`src/rtl/rf_multiport.sv`:
```
// rtl/rf_multiport.sv - two-write / two-read register file with per-register pending scoreboard
module rf_multiport #(
    parameter int DATA_W  = 16,
    parameter int ADDR_W  = 2,
    parameter int ZERO_R0 = 0,
    parameter int BYPASS  = 1
) (
    input  logic              clk,
    input  logic              reset_n,
    input  logic              we0,
    input  logic [ADDR_W-1:0] waddr0,
    input  logic [DATA_W-1:0] wdata0,
    input  logic              we1,
    input  logic [ADDR_W-1:0] waddr1,
    input  logic [DATA_W-1:0] wdata1,
    input  logic [ADDR_W-1:0] raddr1,
    input  logic [ADDR_W-1:0] raddr2,
    output logic [DATA_W-1:0] rdata1,
    output logic [DATA_W-1:0] rdata2,
    input  logic              issue,
    input  logic [ADDR_W-1:0] issue_addr,
    output logic              busy1,
    output logic              busy2,
    output logic              stall
);

    localparam int DEPTH = 2 ** ADDR_W;

    logic [DATA_W-1:0] r_mem [DEPTH];
    logic [DEPTH-1:0]  r_pend;

    logic [DEPTH-1:0]  w_wr_hit;
    logic [DEPTH-1:0]  w_iss_hit;
    logic [ADDR_W-1:0] w_raddr [2];
    logic [DATA_W-1:0] w_rdata [2];
    logic [1:0]        w_busy;

    // Per-register decode; a hard-wired zero register never sees writes or issues.
    always_comb begin
        w_wr_hit  = '0;
        w_iss_hit = '0;
        for (int i = 0; i < DEPTH; i++) begin
            w_wr_hit[i]  = (we0 && (waddr0 == ADDR_W'(i))) ||
                           (we1 && (waddr1 == ADDR_W'(i)));
            w_iss_hit[i] = issue && (issue_addr == ADDR_W'(i));
            if ((ZERO_R0 != 0) && (i == 0)) begin
                w_wr_hit[i]  = 1'b0;
                w_iss_hit[i] = 1'b0;
            end
        end
    end

    // Port 1 wins a same-address write; a same-edge issue beats the clearing write.
    always_ff @(posedge clk or negedge reset_n) begin
        if (!reset_n) begin
            for (int i = 0; i < DEPTH; i++) begin
                r_mem[i] <= '0;
            end
            r_pend <= '0;
        end else begin
            for (int i = 0; i < DEPTH; i++) begin
                if (w_wr_hit[i]) begin
                    if (we1 && (waddr1 == ADDR_W'(i))) begin
                        r_mem[i] <= wdata1;
                    end else begin
                        r_mem[i] <= wdata0;
                    end
                end
                if (w_iss_hit[i]) begin
                    r_pend[i] <= 1'b1;
                end else if (w_wr_hit[i]) begin
                    r_pend[i] <= 1'b0;
                end
            end
        end
    end

    assign w_raddr[0] = raddr1;
    assign w_raddr[1] = raddr2;

    // Storage and pending bits are already zero during reset; forwarding is gated by reset_n.
    always_comb begin
        w_busy = '0;
        for (int p = 0; p < 2; p++) begin
            w_rdata[p] = r_mem[w_raddr[p]];
            w_busy[p]  = r_pend[w_raddr[p]];
            if ((BYPASS != 0) && reset_n && w_wr_hit[w_raddr[p]]) begin
                w_busy[p] = r_pend[w_raddr[p]] && w_iss_hit[w_raddr[p]];
                if (we1 && (waddr1 == w_raddr[p])) begin
                    w_rdata[p] = wdata1;
                end else begin
                    w_rdata[p] = wdata0;
                end
            end
            if ((ZERO_R0 != 0) && (w_raddr[p] == '0)) begin
                w_rdata[p] = '0;
                w_busy[p]  = 1'b0;
            end
        end
    end

    assign rdata1 = w_rdata[0];
    assign rdata2 = w_rdata[1];
    assign busy1  = w_busy[0];
    assign busy2  = w_busy[1];
    assign stall  = w_busy[0] | w_busy[1];

endmodule

```
`config.mk`:
```
export PLATFORM = sky130hd
export DESIGN_NAME = rf_multiport
export DESIGN_NICKNAME = d
export VERILOG_FILES = /design/src/rtl/rf_multiport.sv
export SDC_FILE = /design/constraint.sdc
export NUM_CORES = 1
export LEC_CHECK = 0
export ABC_CLOCK_PERIOD_IN_PS = 2700
export CAP_MARGIN = 5
export CORE_ASPECT_RATIO = 1.4
export CORE_MARGIN = 2
export CORE_UTILIZATION = 54
export DETAILED_ROUTE_END_ITERATION = 8
export PLACE_DENSITY = 0.81
export REMOVE_ABC_BUFFERS = 1
export SYNTH_ARGS = -nofsm -noshare
export SYNTH_HDL_FRONTEND = slang
export SYNTH_SLANG_ARGS = --single-unit
```
`constraint.sdc`:
```
create_clock -name clk -period 2.7 [get_ports clk]
set_clock_uncertainty 0.15 [all_clocks]
set_input_delay 0.27 -clock clk [delete_from_list [all_inputs] [get_ports clk]]
set_output_delay 0.27 -clock clk [all_outputs]
set_load 0.03 [all_outputs]
```
==> summary.txt <==
Global route
  – Vias in the first global route: 4,599
  – Largest net degree at the start of global routing: 45
  – GRT overflow: 0
  – Global-route wire length before repair: 24,100 µm
  – Gr usage total: 33.3%
  – Initial antenna violation count: 1

STA
  – Max-slew violations: 0
  – Measured slew at the worst slew-check pin: 568 ps
  – Final worst path period share: 98.1%
  – RSZ-0062 raised after global routing: no
  – Final worst path period need: 2650 ps
  – Hold Fails Final Rpt: 0
  – Max Clock Freq: 0.377 GHz
  – Final setup violation count: 0
  – Hold slack: 359 ps
  – Rel. slew slack: 62.1%

Synthesis
  – Synth Area in Adders: 0%
  – Compound-gate portion of the synthesized area: 19.1%
  – Largest family of logic cells by synthesized area: multiplexers
  – Synth Cell Area: 4750 µm²
  – Post-synthesis sequential area ratio: 35.8%
  – Yosys Warn Count: 0
  – Synth Area in XOR/XNOR: 1.47%
  – Synth cell types: 30
  – Mux share of post-synthesis cell area: 30.5%
  – #FFs+latches synth: 68
  – Synth Instances: 446
  – Post-synthesis simple-gate area fraction: 5.42%
  – Avg Cell Area, Syn: 10.7 µm²

Clock tree
  – CTS Buffer Depth: 2
  – Clock Pin Slew Worst Setup and Hold Paths: 50 ps
  – Max H-tree Level: 3
  – Cts bufs inserted: 9
  – CTS tree: yes
  – Clock Sinks: 68
  – Clock Latency Late Sink: 330 ps
  – Root Buffer: clkbuf_16

Drt
  – WL per Instance: 24.2 µm
  – WL final: 15,800 µm
  – Initial drt markers: 845
  – Via density: 7.09
  – Antenna-violating nets left: 0
  – Routed vias: 4,609
  – DRC errors left: 6
  – First-pass iteration count of the detailed router: 9

Layout
  – # fillers: 570
  – Final net count: 586
  – Sequential standard cell area: 1700 µm²
  – Multi-input logic area: 2790 µm²
  – Final Non-Filler Cells: 650
  – Area growth syn-to-layout: 32.2%
  – Fraction of layout cells with a size suffix above 1: 28.1%

Setup path
  – CP max FO: 8
  – Crit path kind: input pin to output port
  – Critical path data required time: 2280 ps
  – Setup crit start kind: input pin
  – Crit. End Element: output port
  – Worst EP arrival: 2230 ps
  – R2R Setup Slk: 1550 ps

Place
  – PortBufs: 81
  – Post-placement cell count: 629
  – Gpl congestion: 0.882
  – Hpwl dp: 9580 µm

Worst hold path
  – Hold crit path type: input pin to async pin

Power
  – PwrDens: 652 nW/µm²
  – Total power: 4090 µW
  – Peak supply drop: 0.424 mV
  – Pleak: 0.00291 µW

Die
  – Initial Utilization: 55.5%
  – Core Area: 8560 µm²
  – Die Wd: 83.3 µm
  – Die area: 9580 µm²
  – Die Span Y: 115 µm
  – I/O pin count: 82
  – Rows: 40

Outcome
  – Failing checks: design-rule violations
  – Status: complete, but fails checks

Flow run
  – Maxcap violations: 0
-- Yosys cell counts, drive strengths merged --
cell type,instances,area [µm²]
nand3b,1,7.51
a32o,2,20.0
a31oi,32,200
mux4,36,811
nor3,1,5.00
dfrtp,68,1700
nor2b,1,6.26
o22ai,2,12.5
inv,35,131
and2,2,12.5
clkbuf,22,82.6
nand2b,2,12.5
and3b,1,8.76
nor2,4,15.0
o21bai,1,7.51
nand2,34,128
xnor2,8,70.1
buf,21,151
or2,1,6.26
a22o,1,8.76
o21ai,33,165
nand3,7,35.0
mux2i,64,641
nor3b,2,15.0
a222oi,32,320
a21oi,32,171
and3,1,6.26
-- logic make-up after synthesis --
family,Yosys count
compound gates,135
mux,100
buf+inv,78
flops,68
simple gates,57
xor+xnor,8
-- worst paths after layout --
check                           from         end  depth (start not counted)
max in group asynchronous    reset_n   r_mem[34]                          4
min in group clk            r_mem[8]    r_mem[8]                          2
max reg2reg                r_mem[35]   r_mem[35]                          2
min                          reset_n   r_mem[45]                          2
min reg2reg                 r_mem[8]    r_mem[8]                          2
max                        waddr1[0]  rdata1[13]                          9
-- power by group --
| group | switching, µW | leakage, µW | total [µW] | internal [µW] |
|---|---|---|---|---|
| registers | 143 | 0.000837 | 1340 | 1200 |
| clock network | 427 | 0.000144 | 1190 | 767 |
| logic | 834 | 0.00193 | 1560 | 725 |
| total | 1400 | 0.00291 | 4090 | 2690 |
-- cell usage in the layout, fill, tap and decap left out, drive strengths merged --
master and count:
dlymetal6s2s 2, nor3b 2, mux2i 64, nor2 4, mux4 36, or2 1
a22o 1, dlygate4sd2 5, and3 1, o21bai 1, bufbuf 1, diode 1
a222oi 32, nand2 34, nand3b 1, o22ai 2, clkdlybuf4s50 37, nand3 7
dlygate4sd3 1, inv 35, nor3 1, a21oi 32, xnor2 8, a32o 2
nand2b 2, nor2b 1, and2 2, bufinv 1, o21ai 33, buf 78
and3b 1, clkbuf 16, dfrtp 68, a31oi 32
-- state kept, by name (all words and copies together), names as in the netlist --
signal and cells:
r_mem 64, r_pend 4
-- routing by layer --
| metal | track usage (%) | vias to the layer above | part of all wire (%) |
|---|---|---|---|
| met3 | 7.25 | 80 | 9.9 |
| met1 | 38.6 | 2225 | 34 |
| met2 | 57.0 | 363 | 51 |
| met4 | 20.1 | 0 | 4.9 |
| met5 | 0 | - | 0 |
| li1 | - | 1941 | - |
-- layout make-up --
class,instances,area share [%]
flip-flops and latches,68,27.1
clock buffers,15,4.26
well taps,105,2.09
repair buffers,125,19.5
clock inverters,1,0.478
diodes,1,0.0398
multi-input cells,300,44.5
inverters,35,2.09
-- stage by stage --
stage                     setup WS (ps)  setup TNS [ps]  util [%]  area, µm²
after floorplan                   -1300          -45810         -       4520
final                              50.4               0      73.4       6280
after global routing               7.28               0      73.4       6280
after global placement             -158           -1330      67.6       5790
after detailed placement           -305           -3780      67.6       5790
after CTS                          57.0               0      73.2       6260
-- critical path, cell delays in order --
cell and delay [ps]:
dlygate4sd2_1 290, and3_1 200, nand2b_1 170, mux4_2 550, buf_12 170, buf_12 150, a21oi_4 150, a31oi_1 60
buf_4 210
-- timing repair --
action	CTS	global route
hold buffers	1	0
setup endpoints to repair	34	5
gates cloned	2	0
endpoints found under the hold margin	21	0
setup buffers	1	0
resized for setup	30	7
(Power assumes the default switching activity.)
